File: src/rtl/alu_pkg.sv
// -----------------------------------------------------------------------------
// alu_pkg : shared widths, op codes, issue FSM states and command record
// Rev 1.0
// -----------------------------------------------------------------------------
`default_nettype none

package alu_pkg;

  localparam int ALU_W = 4;

  localparam logic [1:0] OP_ADD     = 2'b00;
  localparam logic [1:0] OP_ABSDIFF = 2'b01;
  localparam logic [1:0] OP_SUB     = 2'b10;
  localparam logic [1:0] OP_ADD2    = 2'b11;

  typedef enum logic [0:0] {
    IDLE   = 1'b0,
    SETTLE = 1'b1
  } issue_state_t;

  typedef struct packed {
    logic [1:0]       op;
    logic [ALU_W-1:0] a;
    logic [ALU_W-1:0] b;
  } cmd_t;

  localparam int CMD_W = $bits(cmd_t);

endpackage

`default_nettype wire

File: src/rtl/alu_issue_ctrl_cmd_fifo.sv
// -----------------------------------------------------------------------------
// cmd_fifo : power-of-two circular command buffer, async active-low reset
// Rev 1.0
// -----------------------------------------------------------------------------
`default_nettype none

module cmd_fifo #(
  parameter int DEPTH = 4,
  parameter int WIDTH = 10
) (
  input  logic                     clk,
  input  logic                     rst_n,
  input  logic                     push,
  input  logic [WIDTH-1:0]         wdata,
  input  logic                     pop,
  output logic [WIDTH-1:0]         rdata,
  output logic                     full,
  output logic                     empty,
  output logic [$clog2(DEPTH):0]   count
);

  localparam int PTR_W = $clog2(DEPTH);

  logic [WIDTH-1:0] mem_q [DEPTH];
  logic [WIDTH-1:0] mem_d [DEPTH];
  logic [PTR_W-1:0] wr_ptr_q, wr_ptr_d;
  logic [PTR_W-1:0] rd_ptr_q, rd_ptr_d;
  logic [PTR_W:0]   count_q, count_d;
  logic             do_push;
  logic             do_pop;

  assign full    = (count_q == (PTR_W+1)'(DEPTH));
  assign empty   = (count_q == '0);
  assign count   = count_q;
  assign rdata   = mem_q[rd_ptr_q];
  // A full FIFO refuses the push even when a pop frees a slot on the same edge.
  assign do_push = push && !full;
  assign do_pop  = pop && !empty;

  always_comb begin
    mem_d    = mem_q;
    wr_ptr_d = wr_ptr_q;
    rd_ptr_d = rd_ptr_q;
    count_d  = count_q;
    if (do_push) begin
      mem_d[wr_ptr_q] = wdata;
      wr_ptr_d        = wr_ptr_q + 1'b1;
    end
    if (do_pop) begin
      rd_ptr_d = rd_ptr_q + 1'b1;
    end
    unique case ({do_push, do_pop})
      2'b10:   count_d = count_q + 1'b1;
      2'b01:   count_d = count_q - 1'b1;
      default: count_d = count_q;
    endcase
  end

  always_ff @(posedge clk or negedge rst_n) begin
    if (!rst_n) begin
      wr_ptr_q <= '0;
      rd_ptr_q <= '0;
      count_q  <= '0;
    end else begin
      wr_ptr_q <= wr_ptr_d;
      rd_ptr_q <= rd_ptr_d;
      count_q  <= count_d;
    end
  end

  always_ff @(posedge clk) begin
    mem_q <= mem_d;
  end

endmodule

`default_nettype wire

File: src/rtl/alu_issue_ctrl.sv
// -----------------------------------------------------------------------------
// alu_issue_ctrl : buffers ALU commands, holds operands for a settle window,
//                  then captures the ALU outputs into a valid/ready slot. Rev 1.0
// -----------------------------------------------------------------------------
`default_nettype none

module alu_issue_ctrl
  import alu_pkg::*;
#(
  parameter int DEPTH         = 4,
  parameter int SETTLE_CYCLES = 3
) (
  input  logic             clk,
  input  logic             rst_n,
  input  logic             in_valid,
  output logic             in_ready,
  input  logic [1:0]       in_op,
  input  logic [ALU_W-1:0] in_a,
  input  logic [ALU_W-1:0] in_b,
  output logic [ALU_W-1:0] alu_a,
  output logic [ALU_W-1:0] alu_b,
  output logic [1:0]       alu_op,
  input  logic [ALU_W-1:0] alu_result,
  input  logic             alu_overflow,
  input  logic             alu_zero,
  output logic             out_valid,
  input  logic             out_ready,
  output logic [ALU_W-1:0] out_result,
  output logic             out_overflow,
  output logic             out_zero,
  output logic [1:0]       out_op,
  output logic             busy
);

  localparam int CNT_W  = $clog2(SETTLE_CYCLES + 1);
  localparam int FCNT_W = $clog2(DEPTH) + 1;

  cmd_t              push_cmd;
  cmd_t              head_cmd;
  logic              fifo_full;
  logic              fifo_empty;
  logic              fifo_pop;
  logic [FCNT_W-1:0] fifo_count;

  issue_state_t      state_q, state_d;
  logic [CNT_W-1:0]  cnt_q, cnt_d;
  logic [ALU_W-1:0]  alu_a_q, alu_a_d;
  logic [ALU_W-1:0]  alu_b_q, alu_b_d;
  logic [1:0]        alu_op_q, alu_op_d;
  logic              out_valid_q, out_valid_d;
  logic [ALU_W-1:0]  out_result_q, out_result_d;
  logic              out_overflow_q, out_overflow_d;
  logic              out_zero_q, out_zero_d;
  logic [1:0]        out_op_q, out_op_d;

  assign push_cmd = '{op: in_op, a: in_a, b: in_b};
  // Held low during reset so nothing is accepted into a FIFO being cleared.
  assign in_ready = rst_n && !fifo_full;

  cmd_fifo #(
    .DEPTH (DEPTH),
    .WIDTH (CMD_W)
  ) u_fifo (
    .clk   (clk),
    .rst_n (rst_n),
    .push  (in_valid && in_ready),
    .wdata (push_cmd),
    .pop   (fifo_pop),
    .rdata (head_cmd),
    .full  (fifo_full),
    .empty (fifo_empty),
    .count (fifo_count)
  );

  always_comb begin
    state_d        = state_q;
    cnt_d          = cnt_q;
    alu_a_d        = alu_a_q;
    alu_b_d        = alu_b_q;
    alu_op_d       = alu_op_q;
    out_valid_d    = out_valid_q;
    out_result_d   = out_result_q;
    out_overflow_d = out_overflow_q;
    out_zero_d     = out_zero_q;
    out_op_d       = out_op_q;
    fifo_pop       = 1'b0;

    if (out_ready) begin
      out_valid_d = 1'b0;
    end

    unique case (state_q)
      IDLE: begin
        if (!fifo_empty) begin
          fifo_pop = 1'b1;
          alu_a_d  = head_cmd.a;
          alu_b_d  = head_cmd.b;
          alu_op_d = head_cmd.op;
          cnt_d    = CNT_W'(SETTLE_CYCLES);
          state_d  = SETTLE;
        end
      end
      SETTLE: begin
        if (cnt_q != '0) begin
          cnt_d = cnt_q - 1'b1;
        end else if (!out_valid_q || out_ready) begin
          // A capture overrides the ready-driven clear of out_valid above.
          out_valid_d    = 1'b1;
          out_result_d   = alu_result;
          out_overflow_d = alu_overflow;
          out_zero_d     = alu_zero;
          out_op_d       = alu_op_q;
          state_d        = IDLE;
        end
      end
      default: state_d = IDLE;
    endcase
  end

  always_ff @(posedge clk or negedge rst_n) begin
    if (!rst_n) begin
      state_q        <= IDLE;
      cnt_q          <= '0;
      alu_a_q        <= '0;
      alu_b_q        <= '0;
      alu_op_q       <= '0;
      out_valid_q    <= 1'b0;
      out_result_q   <= '0;
      out_overflow_q <= 1'b0;
      out_zero_q     <= 1'b0;
      out_op_q       <= '0;
    end else begin
      state_q        <= state_d;
      cnt_q          <= cnt_d;
      alu_a_q        <= alu_a_d;
      alu_b_q        <= alu_b_d;
      alu_op_q       <= alu_op_d;
      out_valid_q    <= out_valid_d;
      out_result_q   <= out_result_d;
      out_overflow_q <= out_overflow_d;
      out_zero_q     <= out_zero_d;
      out_op_q       <= out_op_d;
    end
  end

  assign alu_a        = alu_a_q;
  assign alu_b        = alu_b_q;
  assign alu_op       = alu_op_q;
  assign out_valid    = out_valid_q;
  assign out_result   = out_result_q;
  assign out_overflow = out_overflow_q;
  assign out_zero     = out_zero_q;
  assign out_op       = out_op_q;
  assign busy         = (state_q != IDLE) || (fifo_count != '0);

endmodule

`default_nettype wire
File: config.mk
export PLATFORM = sky130hd
export DESIGN_NAME = alu_issue_ctrl
export DESIGN_NICKNAME = d
export VERILOG_FILES = /design/src/rtl/alu_pkg.sv /design/src/rtl/alu_issue_ctrl_cmd_fifo.sv /design/src/rtl/alu_issue_ctrl.sv
export SDC_FILE = /design/constraint.sdc
export NUM_CORES = 1
export LEC_CHECK = 0
export ABC_AREA = 1
export CAP_MARGIN = 20
export CORE_ASPECT_RATIO = 0.9
export CORE_MARGIN = 2
export CORE_UTILIZATION = 54
export CTS_CLUSTER_DIAMETER = 30
export DETAILED_ROUTE_END_ITERATION = 10
export MAX_ROUTING_LAYER = met4
export PLACE_DENSITY = 0.76
export SYNTH_ARGS = -nofsm -noshare
export SYNTH_HDL_FRONTEND = slang
export SYNTH_SLANG_ARGS = --single-unit
File: constraint.sdc
create_clock -name clk -period 2.1 [get_ports clk]
set_input_delay 0.315 -clock clk [delete_from_list [all_inputs] [get_ports clk]]
set_output_delay 0.315 -clock clk [all_outputs]
set_load 0.05 [all_outputs]
==> summary.txt, run 1 <==
Run status
  – Outcome: finished clean

Routing
  – Via density per instance: 4.796
  – Initial DRC count: 131
  – Antenna viol nets, final: 0
  – Routed len/inst: 12.99 µm
  – DR vias: 2096
  – Detailed Route WL: 5678 µm
  – DRC Markers: 0
  – First-pass DRT Iterations: 4

Logic synthesis
  – Cell variety after synth: 25
  – Count of state elements after synthesis: 69
  – Post-synthesis cell count: 307
  – Top cells by area, synth: edfxtp_1, dfrtp_1, nand2_1
  – Yosys top cell by area: edfxtp_1
  – Post-synthesis sequential area ratio: 0.6393
  – Commonest cells post-synth: nand2_1, inv_1, edfxtp_1, nand3_1, dfrtp_1
  – Main combinational cell family by area after synthesis: simple AND/OR/NAND/NOR gates
  – Synth Area in Compound Gates: 0.009132
  – XOR/XNOR Fraction of Synth Area: 0.01162
  – Synthesized area: 3014 µm²
  – Syn avg cell area: 9.818 µm²
  – Top_reg_cell synth: edfxtp_1
  – Top-count cell post-synth: nand2_1
  – Synth top area share: 0.3985
  – Synth Area in Simple Gates: 0.2171
  – Mapped Nets: 334
  – Post-synth EDFFs: 40
  – Adder-cell share of the synthesized area: 0.03155
  – Ys Warns: 0
  – Asr flop ratio synth: 0.4203
  – Mux contribution to synthesized area: 0

Finish
  – Number of nets in the layout: 392
  – Layout cells sized above 1: 0.1054
  – Util after Layout: 0.7002
  – Layout area overhead: 23.54%
  – Number of diodes: 0

Power
  – Maximum vdd ir drop: 0.9194 mV
  – Cell Pwr Density: 1460 nW/µm²
  – Leak Pwr: 1.811 nW

Clocking
  – Clock Sinks: 69
  – Clock buffer depth: 2
  – # hold bufs at CTS: 0
  – TritonCTS clock tree: done
  – CTS clk-pin slew, worst paths: 0.07 ns
  – Postcts setup bufs: 0
  – Clock buffer count from CTS: 9
  – Root buf cell: clkbuf_8
  – Clock Latency Late Sink: 0.35 ns
  – Post-CTS sizing: 1
  – H-tree levels: 3

Placed design
  – Post-DP HPWL: 3962 µm
  – GPL Wtd Cong: 0.7591
  – Port bufs: 40

Global route
  – Initial antenna violation count: 0
  – Largest net degree at the start of global routing: 23
  – First-pass GRT wire length: 9225 µm
  – GRT Total Usage: 0.2211
  – Gr ovfl total: 0
  – Vias in the first global route: 1984

STA
  – Skew final: 0.005603 ns
  – Final Hold Viols: 0
  – Crit path time final: 1.969 ns
  – Fmax: 507.9 MHz
  – TNS Setup: 0 ns
  – Period utilisation layout: 0.9376
  – RSZ-0062 raised after global routing: false
  – Relative slew slack: 0.6390
  – Measured slew at the worst slew-check pin: 0.5397 ns
  – Final setup violation count: 0
  – Fin. max-slew vios: 0

Floorplan
  – Chip Height: 74.88 µm
  – Horiz. Die Dim: 82.75 µm
  – Core Rows: 25
  – Num ports: 41
  – Initial core utilization: 0.5668
  – CORE AREA: 5318 µm²
  – Full die area: 6196 µm²

Setup path
  – CP startpoint kind: input port
  – Crit Path Class: input port to output pin
  – Crit end category: output pin
  – Required time worst endpoint: 1.78 ns
  – Maximum fanout along the worst path: 10
  – CP Data Arrival Time: 1.65 ns

Worst hold path
  – Hold WC Path Type: input port to asynchronous set/reset pin

Job
  – Max-cap viol count: 0
[critical path, stage by stage]
cell	delay (ns)
clkdlybuf4s50_1	0.59
buf_4	0.22
a21boi_0	0.34
buf_12	0.19
[cell type report]
| class | instances | area [µm²] |
|---|---|---|
| repair buffers | 54 | 514.2 |
| flip-flops and latches | 69 | 1927 |
| fillers | 411 | 1594 |
| clock inverters | 6 | 30.03 |
| well taps | 67 | 83.83 |
| multi-input cells | 170 | 812.0 |
| inverters | 61 | 229.0 |
| clock buffers | 10 | 127.6 |
[state kept, by name (all words and copies together) (netlist names)]
register,flops
u_fifo.mem_q,40
alu_a,4
alu_b,4
out_result,4
u_fifo.count,3
alu_op,2
cnt_q,2
out_op,2
u_fifo.rd_ptr_q,2
u_fifo.wr_ptr_q,2
out_overflow,1
out_valid,1
out_zero,1
state_q,1
[where the power goes]
group	internal, mW	switching, mW
Sequential	1.80	0.190
Clock	0.413	0.463
Combinational	0.863	1.70
Total	3.08	2.36
[kinds of logic (layout without fill, tap and decap cells)]
| kind of cell | Yosys count | in the layout |
|---|---|---|
| adder cells (fa/ha/maj) | 7 | 7 |
| flip-flops | 69 | 69 |
| AND/OR/NAND/NOR | 154 | 154 |
| AO/OA/AOI/OAI | 5 | 5 |
| buffers and inverters | 68 | 131 |
| XOR/XNOR | 4 | 4 |
[layout by cell type (no fill, tap or decap), types with 2 or more instances in the layout]
cell type        synthesis  routed
inv_1                   57      57
edfxtp_1                40      40
clkbuf_8                 0       9
inv_2                    4       4
clkinv_1                 0       2
o21ai_0                  2       2
dfrtp_1                 29      29
clkdlybuf4s50_1          0      38
nand4_1                  2       2
ha_1                     6       6
nand2_1                109     109
clkinv_2                 0       3
xor2_1                   2       2
nor2_1                   5       5
xnor2_1                  2       2
buf_4                    2      14
nand2_2                  3       3
nand3_1                 30      30
[stage by stage]
step / hold WS [ns] / instances / setup slack (ns) / power, mW / area, µm²
global placement: 0.4530 / 421 / 0.1285 / 4.512 / 3567
global route: 0.4473 / 437 / 0.04960 / 5.834 / 3724
CTS: 0.4255 / 437 / 0.1078 / 5.493 / 3724
floorplan: 0.01941 / 307 / 0.2127 / 3.802 / 3014
finish: 0.4354 / 437 / 0.1310 / 5.436 / 3724
detailed placement: 0.4572 / 421 / 0.04461 / 4.608 / 3567
[routing by layer]
metal | track usage | share of wire
met4 | 0.08015 | 0.014
met5 | - | 0
met1 | 0.2338 | 0.42
met2 | 0.3701 | 0.50
met3 | 0.09592 | 0.066
[worst paths after layout]
| check | from | to | slack [ns] | depth (start not counted) |
|---|---|---|---|---|
| worst min register to register | out_result[3]$_DFFE_PN0P_ | out_result[3]$_DFFE_PN0P_ | 0.47 | 2 |
| worst min-delay path | rst_n | state_q$_DFF_PN0_ | 0.44 | 2 |
| worst max-delay path | rst_n | in_ready | 0.13 | 4 |
| worst max register to register | u_fifo.count[1]$_DFFE_PN0P_ | u_fifo.count[2]$_DFFE_PN0P_ | 0.23 | 9 |
| max in group asynchronous | rst_n | u_fifo.rd_ptr_q[1]$_DFFE_PN0P_ | 1.36 | 2 |
| min in group clk | out_result[3]$_DFFE_PN0P_ | out_result[3]$_DFFE_PN0P_ | 0.47 | 2 |
(Power assumes the default switching activity.)
==> inputs of run 2 (changes only) <==
--- a/config.mk
+++ b/config.mk
@@ -8,12 +8,11 @@
 export ABC_AREA = 1
 export CAP_MARGIN = 20
 export CORE_ASPECT_RATIO = 0.9
-export CORE_MARGIN = 2
-export CORE_UTILIZATION = 54
+export CORE_UTILIZATION = 30
 export CTS_CLUSTER_DIAMETER = 30
 export DETAILED_ROUTE_END_ITERATION = 10
 export MAX_ROUTING_LAYER = met4
-export PLACE_DENSITY = 0.76
+export PLACE_DENSITY = 0.46
 export SYNTH_ARGS = -nofsm -noshare
 export SYNTH_HDL_FRONTEND = slang
 export SYNTH_SLANG_ARGS = --single-unit
==> run 2 against run 1 <==
First-iteration DRC count decreased by 69%; core utilization decreased by 31 points; combinational power about the same; critical path type unchanged; clock power increased by 28%; critical endpoint unchanged; non-clock buffer count decreased by 4; sequential power about the same; global-route usage decreased by 8.6 points.
==> summary.txt, run 2 (synthesized netlist as in run 1, its figures left out) <==
Routing
  – Detailed Route WL: 5956 µm
  – Initial DRC count: 41
  – Routed len/inst: 12.13 µm
  – First-pass DRT Iterations: 4
  – DRC Markers: 0
  – DR vias: 2044
  – Antenna viol nets, final: 0
  – Via density per instance: 4.163

Clocking
  – Root buf cell: clkbuf_8
  – Clock buffer count from CTS: 9
  – H-tree levels: 3
  – CTS clk-pin slew, worst paths: 0.06 ns
  – Post-CTS sizing: 0
  – Postcts setup bufs: 0
  – # hold bufs at CTS: 0
  – TritonCTS clock tree: done
  – Clock buffer depth: 2
  – Clock Sinks: 69
  – Clock Latency Late Sink: 0.33 ns

Placed design
  – Post-DP HPWL: 4013 µm
  – GPL Wtd Cong: 0.6828
  – DP Worst Slack: 0.06925 ns
  – Placement Cell Area: 3611 µm²
  – Port bufs: 40

Global route
  – Gr ovfl total: 0
  – GRT Total Usage: 0.1351
  – Vias in the first global route: 2050
  – Initial antenna violation count: 0
  – First-pass GRT wire length: 10130 µm
  – Largest net degree at the start of global routing: 24

Setup path
  – Max incr delay on CP: 0.60 ns
  – Cell count of the worst reg-to-reg path: 10
  – CP startpoint kind: input port
  – Required time worst endpoint: 1.78 ns
  – R2R Setup Slk: 0.28 ns
  – Crit Path Class: input port to output pin
  – Maximum fanout along the worst path: 9
  – Slowest-stage cell, CP: clkdlybuf4s50_1
  – Reg-to-reg endpoint: u_fifo.count[2]$_DFFE_PN0P_
  – Crit end category: output pin
  – FF-to-FF Start: u_fifo.count[0]$_DFFE_PN0P_
  – CP Data Arrival Time: 1.67 ns
  – CP Cell Sequence: clkdlybuf4s50_1 > buf_4 > a21boi_0 > buf_12

Power
  – Cell Pwr Density: 1482 nW/µm²
  – Total Power: 5.659 mW
  – Leak Pwr: 1.809 nW
  – Maximum vdd ir drop: 0.5403 mV

Finish
  – Number of diodes: 0
  – Number of flip-flops in the largest register: 40
  – Commonest non-fill, non-tap cells in the layout: nand2_1, inv_1, edfxtp_1, clkdlybuf4s50_1, nand3_1
  – Cell area after layout: 3817 µm²
  – Biggest register: u_fifo.mem_q
  – Number of nets in the layout: 388
  – Layout area overhead: 26.65%
  – Commonest non-fill, non-tap cell in the layout: nand2_1
  – Layout cells sized above 1: 0.09589
  – Util after Layout: 0.3936

STA
  – Fin. max-slew vios: 0
  – Worst Slack Setup Final: 0.1139 ns
  – TNS Setup: 0 ns
  – Final Hold Viols: 0
  – Period utilisation layout: 0.9458
  – Fmax: 503.5 MHz
  – Skew final: 0.009434 ns
  – RSZ-0062 raised after global routing: false
  – Final setup violation count: 0
  – Measured slew at the worst slew-check pin: 0.5234 ns
  – Relative slew slack: 0.6499
  – Crit path time final: 1.986 ns

Floorplan
  – Full die area: 10450 µm²
  – CORE AREA: 9699 µm²
  – Num ports: 41
  – Chip Height: 97.09 µm
  – Horiz. Die Dim: 107.7 µm
  – Initial core utilization: 0.3108
  – Core Rows: 34

Worst hold path
  – Hold WC Path Type: input port to asynchronous set/reset pin

Run status
  – Outcome: finished clean

Job
  – Max-cap viol count: 0
## run 2: report_power, final
part	internal (mW)	switching (mW)	total, mW	leakage, nW
combinational	0.849	1.69	2.54	0.994
sequential	1.80	0.193	2.00	0.716
clock	0.656	0.462	1.12	0.0998
total	3.31	2.35	5.66	1.81
## run 2: cell type report
class	instances	area, µm²
tap	126	157.7
multi-input combinational	170	812.0
clock buffer	10	127.6
fill	995	5882
clock inverter	5	76.32
inverter	61	229.0
timing repair buffer	50	488.0
sequential	69	1927
## run 2: how the worst max path moves through the flow
stage / from / end / slack [ns]
after floorplan: u_fifo.count[0]$_DFFE_PN0P_ / in_ready / 0.21
after global placement: rst_n / u_fifo.count[2]$_DFFE_PN0P_ / 0.09
after detailed placement: rst_n / u_fifo.count[2]$_DFFE_PN0P_ / 0.07
after CTS: u_fifo.count[1]$_DFFE_PN0P_ / busy / 0.005
after global routing: rst_n / in_ready / 0.01
final: rst_n / in_ready / 0.11
## run 2: metal layers
metal / share of wire / global-route usage
met1: 0.48 / 0.1671
met2: 0.47 / 0.2056
met3: 0.037 / 0.04494
met4: 0.016 / 0.04847
met5: 0 / -
## run 2: worst max-delay path, delay by kind of cell
kind	cells	cell delay, ns
AO/OA/AOI/OAI	1	0.35
buffers and inverters	3	1.01
## run 2: metrics by stage
stage / hold slack [ns] / std cells
floorplan: 0.01941 / 307
global placement: 0.4550 / 476
detailed placement: 0.4618 / 476
CTS: 0.4542 / 491
global route: 0.4627 / 491
finish: 0.4679 / 491
